[config.mk]
export PLATFORM = sky130hd
export DESIGN_NAME = violet_io_port
export DESIGN_NICKNAME = d
export VERILOG_FILES = /design/src/rtl/violet_io_port.sv
export SDC_FILE = /design/constraint.sdc
export NUM_CORES = 1
export LEC_CHECK = 0
export BUFFER_PORTS_ARGS = -buffer_cell sky130_fd_sc_hd__clkbuf_2
export CAP_MARGIN = 20
export CORE_MARGIN = 10
export CORE_UTILIZATION = 41
export DETAILED_ROUTE_END_ITERATION = 10
export SETUP_SLACK_MARGIN = 0.4
export SYNTH_ARGS = -nofsm -noshare
export SYNTH_HDL_FRONTEND = slang
export SYNTH_SLANG_ARGS = --single-unit
[constraint.sdc]
create_clock -name clk -period 9.4 [get_ports clk]
set_input_delay 0.47 -clock clk [delete_from_list [all_inputs] [get_ports clk]]
set_output_delay 0.47 -clock clk [all_outputs]
set_load 0.005 [all_outputs]
[src/rtl/violet_io_port.sv]
// rtl/violet_io_port.sv - Slow-bus I/O peripheral: console sink, 64-bit cycle counter, scratch, ID, exit.
// One request at a time over a four-phase valid/ready handshake; read data captured at acceptance.
module violet_io_port #(
  parameter int          LATENCY = 1,
  parameter logic [31:0] ID_WORD = 32'h56494F4C
) (
  input  logic        clk,
  input  logic        rst,
  input  logic        sysbus_o_io_valid,
  input  logic        sysbus_o_io_write,
  input  logic [31:0] sysbus_o_io_addr,
  input  logic [31:0] sysbus_o_io_data,
  output logic        sysbus_i_io_ready,
  output logic [31:0] sysbus_i_io_data,
  output logic        console_valid,
  output logic [7:0]  console_byte,
  output logic        halt
);

  localparam int CW = (LATENCY > 2) ? $clog2(LATENCY) : 1;

  localparam logic [5:0] OFF_CONSOLE  = 6'h00;
  localparam logic [5:0] OFF_CYCLE_LO = 6'h01;
  localparam logic [5:0] OFF_CYCLE_HI = 6'h02;
  localparam logic [5:0] OFF_SCRATCH0 = 6'h03;
  localparam logic [5:0] OFF_SCRATCH1 = 6'h04;
  localparam logic [5:0] OFF_EXIT     = 6'h05;
  localparam logic [5:0] OFF_ID       = 6'h06;

  typedef enum logic [1:0] {IDLE, WAIT, ACK} state_t;

  state_t        state, state_nx;
  logic [CW-1:0] wait_cnt;
  logic [63:0]   cycle;
  logic [31:0]   hi_snap;
  logic [31:0]   scratch0;
  logic [31:0]   scratch1;
  logic [31:0]   rd_mux;
  logic [5:0]    off;
  logic          accept;
  logic          unused_addr;

  assign off         = sysbus_o_io_addr[7:2];
  assign unused_addr = ^{sysbus_o_io_addr[31:8], sysbus_o_io_addr[1:0]};
  assign accept      = (state == IDLE) && sysbus_o_io_valid && !sysbus_i_io_ready;

  always_comb begin
    state_nx = state;
    case (state)
      IDLE:    if (accept) state_nx = (LATENCY > 1) ? WAIT : ACK;
      WAIT:    if (wait_cnt == CW'(1)) state_nx = ACK;
      ACK:     if (sysbus_i_io_ready && !sysbus_o_io_valid) state_nx = IDLE;
      default: state_nx = IDLE;
    endcase
  end

  always_comb begin
    rd_mux = 32'h0;
    case (off)
      OFF_CYCLE_LO: rd_mux = cycle[31:0];
      OFF_CYCLE_HI: rd_mux = hi_snap;
      OFF_SCRATCH0: rd_mux = scratch0;
      OFF_SCRATCH1: rd_mux = scratch1;
      OFF_EXIT:     rd_mux = {31'b0, halt};
      OFF_ID:       rd_mux = ID_WORD;
      default:      rd_mux = 32'h0;
    endcase
  end

  always_ff @(posedge clk or posedge rst) begin
    if (rst) begin
      state             <= IDLE;
      wait_cnt          <= '0;
      cycle             <= 64'h0;
      hi_snap           <= 32'h0;
      scratch0          <= 32'h0;
      scratch1          <= 32'h0;
      sysbus_i_io_ready <= 1'b0;
      sysbus_i_io_data  <= 32'h0;
      console_valid     <= 1'b0;
      console_byte      <= 8'h0;
      halt              <= 1'b0;
    end else begin
      state         <= state_nx;
      cycle         <= cycle + 64'd1;
      console_valid <= 1'b0;
      if (state == WAIT) wait_cnt <= wait_cnt - CW'(1);
      // ready rises one edge after entering ACK and drops on the first edge valid is low
      if (state == ACK) begin
        if (!sysbus_i_io_ready) sysbus_i_io_ready <= 1'b1;
        else if (!sysbus_o_io_valid) sysbus_i_io_ready <= 1'b0;
      end
      if (accept) begin
        sysbus_i_io_data <= rd_mux;
        wait_cnt         <= CW'(LATENCY - 1);
        if (!sysbus_o_io_write && off == OFF_CYCLE_LO) hi_snap <= cycle[63:32];
        if (sysbus_o_io_write) begin
          case (off)
            OFF_CONSOLE: begin
              console_byte  <= sysbus_o_io_data[7:0];
              console_valid <= 1'b1;
            end
            OFF_SCRATCH0: scratch0 <= sysbus_o_io_data;
            OFF_SCRATCH1: scratch1 <= sysbus_o_io_data;
            OFF_EXIT:     halt     <= 1'b1;
            default: ;
          endcase
        end
      end
    end
  end

endmodule

==> flow_metrics.tcl <==
set metrics [dict create \
    nets 861 \
    power_density_mw_per_mm2 185 \
    dr.first_iter.drc_count 361 \
    start_util 0.419 \
    maxSlewHeadroom 0.320 \
    hold_path_class "in2async" \
    hold_buffers 0 \
    insertedDiodeCount 0 \
    status "finished clean" \
    cts-resized-gates 0 \
    grt_max_degree 121 \
    place_area_mm2 0.00955 \
    arrival_ns 3.34 \
    synth_simple_gate_area_share 0.113 \
    fill_cells 1884 \
    ioPinCount 111 \
    synth_flop_cell "dfrtp_1" \
    dp_slack_ns 6.34 \
    yosysUniqueCellTypes 35 \
    final_area_mm2 0.0103 \
    post-route-period-util 0.311 \
    timing.fmax_ghz 0.342 \
    regArea_mm2 0.00510 \
    synthXorXnorAreaFrac 0.0613 \
    first_pass_iters 4 \
    clkLatencyLatePin_ns 0.49 \
    die_w_um 167 \
    ir_drop_uv 87.2 \
    cts_buffer_depth 3 \
    dieArea_mm2 0.0279 \
    wl_per_cell_um 20.0 \
    synth_top_family_by_area "multiplexers" \
    overflow 0 \
    grt_pass1_vias 6247 \
    cts_buffers 22 \
    cp_max_fo 15 \
    num_rows 53 \
    worst_slack_ns 6.48 \
    power_mw 1.91 \
    grt_usage 0.153 \
    drive_gt1_frac 0.264 \
    root_buffer "clkbuf_16" \
    cts.sink_count 204 \
    hold_viol_final 0 \
    whs_ns 0.143 \
    vias_per_cell 5.55 \
    tritoncts "yes" \
    fp.coreArea_mm2 0.0212 \
    synth.avg_cell_area_um2 12.5 \
    via_count 5997 \
    io_buffers 84 \
    worstPathRequired_ns 9.82 \
    synth_mux_area_frac 0.133 \
    cp-start-kind "flip-flop" \
    cts_setup_buffers 0 \
    postSynthCellCount 712 \
    tightestPinTransition_ns 1.01 \
    netlist_area_mm2 0.00886 \
    syn_nets 781 \
    ant_nets 0 \
    routed_wl_um 21600 \
    synthArstFlopShare 1.00 \
    setup_viol 0 \
    min_period_ns 2.92 \
    power_leakage_nw 5.29 \
    place_congestion 0.812 \
    cp-end-kind "flip-flop" \
    area_delta_synth_final_pct 16.7 \
    slew_viol_final 0 \
    fin_setup_tns_ns 0 \
    dpl.hpwl_um 15300 \
    clock_skew_ns 0.00623 \
    grt_pass1_wl_um 35400 \
    multi_input_area_mm2 0.00355 \
    antenna_found_initial 0 \
    drv_cap 0 \
    rsz0062_at_grt "no" \
    yosysWarnings 0 \
    critPathKind "reg2reg" \
    cts-htree-levels 1 \
    synthAdderAreaFrac 0.00254 \
    yosysSeqAreaShare 0.576 \
    die_h_um 167 \
    synth_edf_count 0 \
    synth_compound_area_frac 0.0884 \
    synth_seq_cells 204 \
    clkTransAtPathRegs_ns 0.06 \
    drcViolationCount 0 \
]
through the flow:
step | util | std cells
floorplan | - | 712
global placement | 0.451 | 1042
detailed placement | 0.451 | 1042
CTS | 0.488 | 1080
global route | 0.489 | 1081
finish | 0.489 | 1081
per-layer routing:
| metal | part of all wire | GRT usage | vias up |
|---|---|---|---|
| met1 | 0.45 | 0.206 | 3101 |
| li1 | - | - | 2747 |
| met2 | 0.48 | 0.249 | 120 |
| met5 | 0 | 0 | - |
| met3 | 0.051 | 0.0287 | 29 |
| met4 | 0.017 | 0.0382 | 0 |
worst max-delay path, cell delays in order, from the launching register on:
cell,delay (ns)
dfrtp_1,0.46
ha_1,0.25
nand4_1,0.26
nor4_1,0.49
nand4_1,0.65
nor4b_1,0.56
xor2_1,0.17
state kept, by name, summed over array words and instances, names as in the netlist:
name               flops
sysbus_i_io_data      32
console_valid          1
scratch1              32
cycle                 64
scratch0              32
sysbus_i_io_ready      1
console_byte           8
hi_snap               32
state                  1
halt                   1
kinds of logic after synthesis:
kind of cell             after synthesis
AO/OA/AOI/OAI                         96
XOR/XNOR                              62
adder cells (fa/ha/maj)                2
buffers and inverters                 51
flip-flops                           204
multiplexers                         105
AND/OR/NAND/NOR                      192
cell type report:
type	instances	share of cell area
Sequential cell	204	0.494
Tap cell	275	0.0333
Multi-Input combinational cell	457	0.343
Timing Repair Buffer	95	0.0506
Clock inverter	6	0.0126
Inverter	12	0.00508
Clock buffer	32	0.0618
final timing paths:
check                      slack, ns                  endpoint                startpoint  cells after the start
min in group clk                0.21  scratch0[24]$_DFFE_PP0P_      sysbus_o_io_data[24]                      2
setup reg to reg                6.48       cycle[58]$_DFF_PP0_        cycle[0]$_DFF_PP0_                      6
max in group asynchronous       7.98  scratch1[31]$_DFFE_PP0P_                       rst                      4
setup / recovery                6.48       cycle[58]$_DFF_PP0_        cycle[0]$_DFF_PP0_                      6
hold / removal                  0.14       cycle[17]$_DFF_PP0_                       rst                      2
hold reg to reg                 0.49  scratch0[14]$_DFFE_PP0P_  scratch0[14]$_DFFE_PP0P_                      1
cells in the final DEF, fill, tap and decap left out, types with 2 or more instances in the layout:
cell type,instances
or4_1,2
bufinv_16,4
inv_1,11
nor4_2,3
nor4_1,10
clkbuf_2,84
nand2_1,57
a22o_1,32
a221oi_1,16
xnor2_1,27
nor3_2,3
mux2_1,30
clkinv_2,2
nand4_1,15
nor3_1,16
clkbuf_8,3
mux2_2,74
and3_1,13
nor2_1,26
buf_4,10
dfrtp_1,204
a22oi_1,47
nor4b_1,2
clkbuf_16,23
and2_1,6
xor2_1,35
clkbuf_1,6
nand3_1,31
synthesized netlist by cell type, types with 15 or more instances:
cell type,number,share of area
mux2_2,74,0.094
clkbuf_1,24,0.010
nor3_1,17,0.0096
dfrtp_1,204,0.58
a22o_1,32,0.032
nand4_1,15,0.011
a22oi_1,47,0.040
a221oi_1,16,0.016
xor2_1,35,0.035
nand2_1,57,0.024
mux2_1,30,0.038
xnor2_1,27,0.027
nor2_1,26,0.011
nand3_1,31,0.018
report_power, final:
| part | total, mW | internal [mW] | switching [mW] |
|---|---|---|---|
| clock | 0.913 | 0.579 | 0.334 |
| combinational | 0.0855 | 0.0301 | 0.0553 |
| sequential | 0.912 | 0.900 | 0.0122 |
Power figures use the tool's default switching activity.
